## src/rtl/mem_port_arbiter.sv

```systemverilog
// Round-robin arbiter that shares one memory port between the I-cache and the D-cache.
// Each granted line transfer runs to completion (GRANT -> DONE) before the next grant.
module mem_port_arbiter #(
  parameter int ADDR_W = 28,
  parameter int DATA_W = 128
) (
  input  logic              clk,
  input  logic              rst,
  input  logic              I_read,
  input  logic              I_write,
  input  logic [ADDR_W-1:0] I_addr,
  input  logic [DATA_W-1:0] I_wdata,
  output logic              I_ready,
  output logic [DATA_W-1:0] I_rdata,
  input  logic              D_read,
  input  logic              D_write,
  input  logic [ADDR_W-1:0] D_addr,
  input  logic [DATA_W-1:0] D_wdata,
  output logic              D_ready,
  output logic [DATA_W-1:0] D_rdata,
  output logic              mem_read,
  output logic              mem_write,
  output logic [ADDR_W-1:0] mem_addr,
  output logic [DATA_W-1:0] mem_wdata,
  input  logic [DATA_W-1:0] mem_rdata,
  input  logic              mem_ready,
  output logic              mem_busy
);

  typedef enum logic [1:0] {
    ST_IDLE    = 2'd0,
    ST_GRANT_I = 2'd1,
    ST_GRANT_D = 2'd2,
    ST_DONE    = 2'd3
  } state_e;

  state_e              state_q, state_d;
  logic                last_d_q, last_d_d;
  logic                mem_read_q, mem_read_d;
  logic                mem_write_q, mem_write_d;
  logic [ADDR_W-1:0]   mem_addr_q, mem_addr_d;
  logic [DATA_W-1:0]   mem_wdata_q, mem_wdata_d;
  logic                i_ready_q, i_ready_d;
  logic                d_ready_q, d_ready_d;
  logic [DATA_W-1:0]   i_rdata_q, i_rdata_d;
  logic [DATA_W-1:0]   d_rdata_q, d_rdata_d;
  logic                i_req_s, d_req_s;

  assign i_req_s = I_read | I_write;
  assign d_req_s = D_read | D_write;

  // Next-state / next-output logic; a write wins over a simultaneous read on the same side.
  always_comb begin
    state_d     = state_q;
    last_d_d    = last_d_q;
    mem_read_d  = mem_read_q;
    mem_write_d = mem_write_q;
    mem_addr_d  = mem_addr_q;
    mem_wdata_d = mem_wdata_q;
    i_rdata_d   = i_rdata_q;
    d_rdata_d   = d_rdata_q;
    i_ready_d   = 1'b0;
    d_ready_d   = 1'b0;
    case (state_q)
      ST_IDLE: begin
        if (i_req_s && (!d_req_s || last_d_q)) begin
          state_d     = ST_GRANT_I;
          mem_write_d = I_write;
          mem_read_d  = I_read & ~I_write;
          mem_addr_d  = I_addr;
          mem_wdata_d = I_wdata;
          last_d_d    = 1'b0;
        end else if (d_req_s) begin
          state_d     = ST_GRANT_D;
          mem_write_d = D_write;
          mem_read_d  = D_read & ~D_write;
          mem_addr_d  = D_addr;
          mem_wdata_d = D_wdata;
          last_d_d    = 1'b1;
        end else begin
          state_d = ST_IDLE;
        end
      end
      ST_GRANT_I, ST_GRANT_D: begin
        if (mem_ready) begin
          state_d     = ST_DONE;
          mem_read_d  = 1'b0;
          mem_write_d = 1'b0;
          // Only a completed read refreshes the granted side's line buffer.
          if (state_q == ST_GRANT_I) begin
            i_ready_d = 1'b1;
            if (mem_read_q) begin
              i_rdata_d = mem_rdata;
            end else begin
              i_rdata_d = i_rdata_q;
            end
          end else begin
            d_ready_d = 1'b1;
            if (mem_read_q) begin
              d_rdata_d = mem_rdata;
            end else begin
              d_rdata_d = d_rdata_q;
            end
          end
        end else begin
          state_d = state_q;
        end
      end
      ST_DONE: begin
        state_d = ST_IDLE;
      end
      default: begin
        state_d = ST_IDLE;
      end
    endcase
  end

  // State and output registers; last grant resets to D so the first tie goes to I.
  always_ff @(posedge clk) begin
    if (rst) begin
      state_q     <= ST_IDLE;
      last_d_q    <= 1'b1;
      mem_read_q  <= 1'b0;
      mem_write_q <= 1'b0;
      mem_addr_q  <= {ADDR_W{1'b0}};
      mem_wdata_q <= {DATA_W{1'b0}};
      i_ready_q   <= 1'b0;
      d_ready_q   <= 1'b0;
      i_rdata_q   <= {DATA_W{1'b0}};
      d_rdata_q   <= {DATA_W{1'b0}};
    end else begin
      state_q     <= state_d;
      last_d_q    <= last_d_d;
      mem_read_q  <= mem_read_d;
      mem_write_q <= mem_write_d;
      mem_addr_q  <= mem_addr_d;
      mem_wdata_q <= mem_wdata_d;
      i_ready_q   <= i_ready_d;
      d_ready_q   <= d_ready_d;
      i_rdata_q   <= i_rdata_d;
      d_rdata_q   <= d_rdata_d;
    end
  end

  assign I_ready   = i_ready_q;
  assign D_ready   = d_ready_q;
  assign I_rdata   = i_rdata_q;
  assign D_rdata   = d_rdata_q;
  assign mem_read  = mem_read_q;
  assign mem_write = mem_write_q;
  assign mem_addr  = mem_addr_q;
  assign mem_wdata = mem_wdata_q;
  assign mem_busy  = (state_q != ST_IDLE);

endmodule

```

## config.mk

```make
export PLATFORM = sky130hd
export DESIGN_NAME = mem_port_arbiter
export DESIGN_NICKNAME = d
export VERILOG_FILES = /design/src/rtl/mem_port_arbiter.sv
export SDC_FILE = /design/constraint.sdc
export NUM_CORES = 1
export LEC_CHECK = 0
export CORE_AREA = 2 2 332 334
export DETAILED_ROUTE_END_ITERATION = 10
export DIE_AREA = 0 0 334 336
export SLEW_MARGIN = 20
export SYNTH_ARGS = -nofsm -noshare
export SYNTH_HDL_FRONTEND = slang
export SYNTH_SLANG_ARGS = --single-unit
export TNS_END_PERCENT = 50
```

## constraint.sdc

```tcl
create_clock -name clk -period 2.31 [get_ports clk]
set_input_delay 0.3465 -clock clk [delete_from_list [all_inputs] [get_ports clk]]
set_output_delay 0.3465 -clock clk [all_outputs]
set_load 0.03 [all_outputs]
```

Yosys cells after proc, flatten, opt, wreduce, memory -nomap -nowiden

Index checks and enable logic that the tools add are counted.

Input bits: 447
Output and inout port bits: 417
Logic and storage cells: 56
Flip-flop bits (word level): 419

Equality and inequality tests: 5
Muxes and demuxes: 19
Reduce and logical (&&, ||, !) cells: 13
Bitwise logic cells: 9

Operators by type and width:

| kind                                          | number |
|---|---|
| two-way mux 128 bit                           | 2 |
| two-way mux 28 bit                            | 2 |
| two-way mux 1 bit                             | 9 |
| AND reduction 4 bit                           | 2 |
| two-way mux 2 bit                             | 3 |
| case mux 2 bit (3 select lines)               | 1 |
| nonzero test 2 bit                            | 3 |
| inverter 1 bit                                | 5 |
| == test 2 bit, second input constant          | 2 |
| case mux 1 bit (2 select lines)               | 2 |
| != test 3 bit, second input constant          | 1 |
| AND reduction 3 bit                           | 1 |
| OR reduction 3 bit                            | 1 |
| AND 1 bit                                     | 2 |
| == test 2 x 1 -> 1 bit, second input constant | 1 |
| logical NOT 2 bit                             | 1 |
| != test 2 bit, second input constant          | 1 |
| OR 1 bit                                      | 2 |
| AND reduction 2 bit                           | 1 |
| OR reduction 2 bit                            | 1 |
| logical AND 1 bit                             | 1 |
| logical NOT 1 bit                             | 1 |
| logical OR 1 bit                              | 1 |

Longest topological paths before layout

Word-level depth: 6
Depth in mapped cells: 8
Mapped depth without buffers: 6

Least setup slack after synthesis

No wires, ideal clock.

Path kind: reg2reg
Start point: register state_q[0]
End point: register d_rdata_q[10], in the netlist D_rdata[10]
Setup slack: 0.613 ns
Cell stages (with the launch flop): 8
Period minus slack after synthesis: 1.697 ns
Buffers on the path: 2
Arrival: 1.627 ns
Setup time: 0.070 ns
Required time: 2.240 ns
Cell sequence: dfxtp_1 inv_1 ha_1 nand4b_1 clkbuf_1 clkbuf_1 nand2_1 a21oi_1

Word-level cells in the longest chain between the ends: 3
Elaborated cells between the ends (all ways): 5
Those cells by class: eq/ne (2); bitwise (1); reduce/logical (2)

RTL lines:

| item                                                           | RTL line | source |
|---|---|---|
| start: declaration                                             | 37       | `state_e state_q, state_d;` |
| start signal: assignment                                       | 132      | `state_q <= state_d;` |
| == test 2 x 1 -> 1 bit / == test 2 bit (equally long branches) | 64, 90   |  |
| OR reduction 2 bit / inverter 1 bit (equally long branches)    | --       |  |
| AND reduction 4 bit (no source line) *                         | --       |  |
| end signal: assignment                                         | 130      | `d_rdata_q <= {DATA_W{1'b0}};` |
| end signal: assignment                                         | 141      | `d_rdata_q <= d_rdata_d;` |
| end: declaration                                               | 46       | `logic [DATA_W-1:0] d_rdata_q, d_rdata_d;` |

Mark *: on every way between the ends. The rest lies on a longest branch, timed or not.
A chain may end at the register's enable or synchronous reset.

Worst setup path after layout

Start point: register mem_wdata_q[78], in the netlist mem_wdata[78]
End point: output port mem_wdata[78]

RTL lines:

| item                     | RTL line | source |
|---|---|---|
| start: declaration       | 42       | `logic [DATA_W-1:0] mem_wdata_q, mem_wdata_d;` |
| start signal: assignment | 126      | `mem_wdata_q <= {DATA_W{1'b0}};` |
| start signal: assignment | 137      | `mem_wdata_q <= mem_wdata_d;` |
| end: declaration         | 24       | `output logic [DATA_W-1:0] mem_wdata,` |

No word-level cell between the ends.

==> impl_metrics.json <==
{
  "status": "completed",
  "grt_pass1_vias": 16700,
  "worst_pin_slew_ns": 0.600,
  "port_buffers": 863,
  "htree_levels": 2,
  "route.top_layer_used": "met4",
  "tns_ns": 0,
  "synth_xor_area_share_pct": 0,
  "worst_clock_skew_ns": 0.0557,
  "avgRoutedWirePerCell_microns": 18.3,
  "r2r_cells": 8,
  "synth_fa_ha_area_share_pct": 0.315,
  "post-place-cells": 4226,
  "fill_cells": 11800,
  "synthSimpleGateAreaFrac_pct": 20.3,
  "whs_path_depth": 3,
  "rsz0062_at_grt": "no",
  "io_pins": 864,
  "critPathBufInv": 1,
  "drtIter0Drc": 909,
  "fp.dieW_microns": 334,
  "cts_setup_buffers": 0,
  "grt_overflow": 0,
  "holdCritStartpoint": "I_wdata[3]",
  "r2r_start": "state_q[0]$_SDFFE_PP0P_",
  "critPathKind": "flop to output pin",
  "dp_hpwl_microns": 60800,
  "synth_top_family_by_area": "simple AND/OR/NAND/NOR gates",
  "ys_seq_area_share_pct": 52.8,
  "core_sq_um": 108000,
  "grt_usage_pct": 13.2,
  "final.period_utilization_pct": 94.2,
  "routabilityCongestion": 0.857,
  "cp_max_fo": 2,
  "start_kind": "flop",
  "worstSkewPairLatency_ns": 0.63,
  "final_common_cell": "clkdlybuf4s50_1",
  "yosysWarningCount": 0,
  "power_leakage_nw": 9.67,
  "cap_viol_max_count": 0,
  "synth_compound_area_share_pct": 19.8,
  "slew_viol_final": 0,
  "reg2reg_slack_ns": 0.38,
  "antenna_found_initial": 1,
  "cts_sinks": 419,
  "fp.dieH_microns": 336,
  "synthCells": 2035,
  "dieArea_sq_um": 112000,
  "num-nets-final": 3317,
  "cts_tree": "done",
  "synthMuxAreaShare_pct": 0,
  "wl_met1_microns": 31900,
  "critPathTopFamily": "buffers and inverters",
  "relSlewSlack_pct": 59.9,
  "clk_pin_slew_ns": 0.06,
  "setup_viol": 0,
  "crit_required_ns": 1.96,
  "max-vdd-ir-drop_mv": 0.849,
  "synth_cell_types": 29,
  "grt_max_degree": 96,
  "clock-root-buffer": "clkbuf_16",
  "final_cells": 4310,
  "path_cells": "clkdlybuf4s50_1",
  "syn2layout_area_growth_pct": 74.9,
  "final_layout_size_suffix_gt1_share_pct": 5.87,
  "crit_path_end_kind": "output pin",
  "max_freq_ghz": 0.460,
  "firstDrtPassIters": 5,
  "syn-num-nets": 2486,
  "antenna_left": 0,
  "layout_common_cells": "856 x clkdlybuf4s50_1, 829 x nand2_1, 419 x dfxtp_1",
  "p_per_area_nw_per_um2": 1030,
  "ys_ff_latch": 419,
  "viasPerCell": 4.03,
  "timing.rr.end": "D_rdata[50]$_SDFFE_PP0P_",
  "hold_violations": 0,
  "cp_slowest_cell": "clkdlybuf4s50_1",
  "grt_pass1_wl_microns": 111000,
  "hp-class": "input pin to flop",
  "worstPathArrival_ns": 1.83,
  "power_w": 0.0287,
  "synth_area_sq_um": 15900,
  "max_stage_delay_ns": 0.79,
  "wirelength_microns": 79100,
  "syn_avg_cell_area_sq_um": 7.81,
  "whs_endpoint": "mem_wdata[3]$_SDFFE_PP0P_",
  "wl_met3_microns": 8410,
  "wl_met2_microns": 36700,
  "rows": 121,
  "numCtsBuffers": 51,
  "drcViolationCount": 0,
  "hold-worst-slack_ns": 0.278,
  "fin_crit_ns": 2.18,
  "initial_core_util_pct": 14.7,
  "vias": 17400,
  "clk_path_buf_depth": 3
}
==> stage by stage <==
| stage | instance area [sq um] | util (%) | worst slack [ns] |
|---|---|---|---|
| 6_report | 27800 | 25.7 | 0.134 |
| 5_1_grt | 27800 | 25.7 | 0.0346 |
| 4_1_cts | 27800 | 25.7 | 0.0104 |
| 3_5_place_dp | 26200 | 24.2 | 0.116 |
| 3_3_place_gp | 26200 | 24.2 | 0.156 |
| 2_1_floorplan | 15900 | - | 0.613 |
==> Yosys cell counts <==
cell type	n	area [sq um]
o21bai_1	1	7.51
clkbuf_1	75	282
inv_1	6	22.5
dfxtp_1	419	8390
nor3_1	3	15.0
nand3_1	1	5.00
and2_1	1	6.26
a21oi_1	261	1310
buf_2	39	195
nor3b_2	1	12.5
nand2_1	830	3120
buf_1	4	15.0
a22oi_1	1	7.51
or2_1	1	6.26
o32ai_1	1	8.76
ha_1	4	50.1
o2111ai_1	1	8.76
nor2_1	5	18.8
buf_4	9	67.6
o21ai_0	69	345
a31oi_1	157	982
nor3b_1	1	7.51
and3_1	1	6.26
o21ai_1	92	460
nand2b_1	4	25.0
o211ai_1	1	7.51
nand4b_1	1	8.76
buf_6	45	507
o41a_1	1	11.3
==> layout make-up <==
class                   instances  area [sq um]  share of cell area, %
clock buffers                  73          1480                   5.32
repair buffers                950          9590                   34.5
multi-input cells            1438          6460                   23.2
clock inverters                 9           100                  0.360
flip-flops and latches        419          8390                   30.2
inverters                       6          25.0                 0.0900
well taps                    1414          1770                   6.36
diodes                          1          2.50                0.00900
==> routing by layer <==
metal / up-vias / track usage, %
met1: 8074 / 15.8
li1: 8455 / -
met4: 0 / 3.75
met5: - / 0
met3: 109 / 5.56
met2: 735 / 21.7
==> worst max path at each step <==
stage	endpoint	startpoint	depth (start not counted)
floorplan	D_rdata[10]$_SDFFE_PP0P_	state_q[0]$_SDFFE_PP0P_	7
global placement	I_rdata[105]$_SDFFE_PP0P_	mem_ready	5
detailed placement	I_rdata[97]$_SDFFE_PP0P_	mem_ready	5
CTS	D_ready	D_ready$_SDFF_PP0_	1
global route	mem_wdata[82]	mem_wdata[82]$_SDFFE_PP0P_	1
finish	mem_wdata[78]	mem_wdata[78]$_SDFFE_PP0P_	1
==> state kept, by name (all words and copies together), names as in the netlist <==
| register | count |
|---|---|
| I_rdata | 128 |
| mem_read | 1 |
| mem_write | 1 |
| mem_addr | 28 |
| D_ready | 1 |
| mem_wdata | 128 |
| last_d_q | 1 |
| I_ready | 1 |
| D_rdata | 128 |
| state_q | 2 |
==> worst reg2reg max path, cell delays in order (launching register included) <==
cell and delay [ns]:
dfxtp_1 0.37, inv_1 0.08, ha_1 0.31, nand2_1 0.11
nor3b_4 0.23, buf_12 0.20, buf_12 0.24, nand2_1 0.17
a21oi_1 0.16
==> power by group <==
group	switching (W)	leakage [nW]	internal (W)	total [W]
sequential	0.000923	3.42	0.00863	0.00955
combinational	0.00702	5.47	0.00442	0.0114
clock	0.00332	0.778	0.00442	0.00774
total	0.0113	9.67	0.0175	0.0287
==> kinds of logic after synthesis <==
group	Yosys count
DFF	419
AOI/OAI and AO/OA	585
buffers and inverters	178
and+or+nand+nor	849
adders and majority gates	4
==> repair_timing <==
action / CTS / global route
endpoints found under the hold margin: 4 / 0
hold buffers: 1 / 0
gates resized for setup: 0 / 2
setup endpoints to repair: 0 / 2
Power figures use the tool's default switching activity.
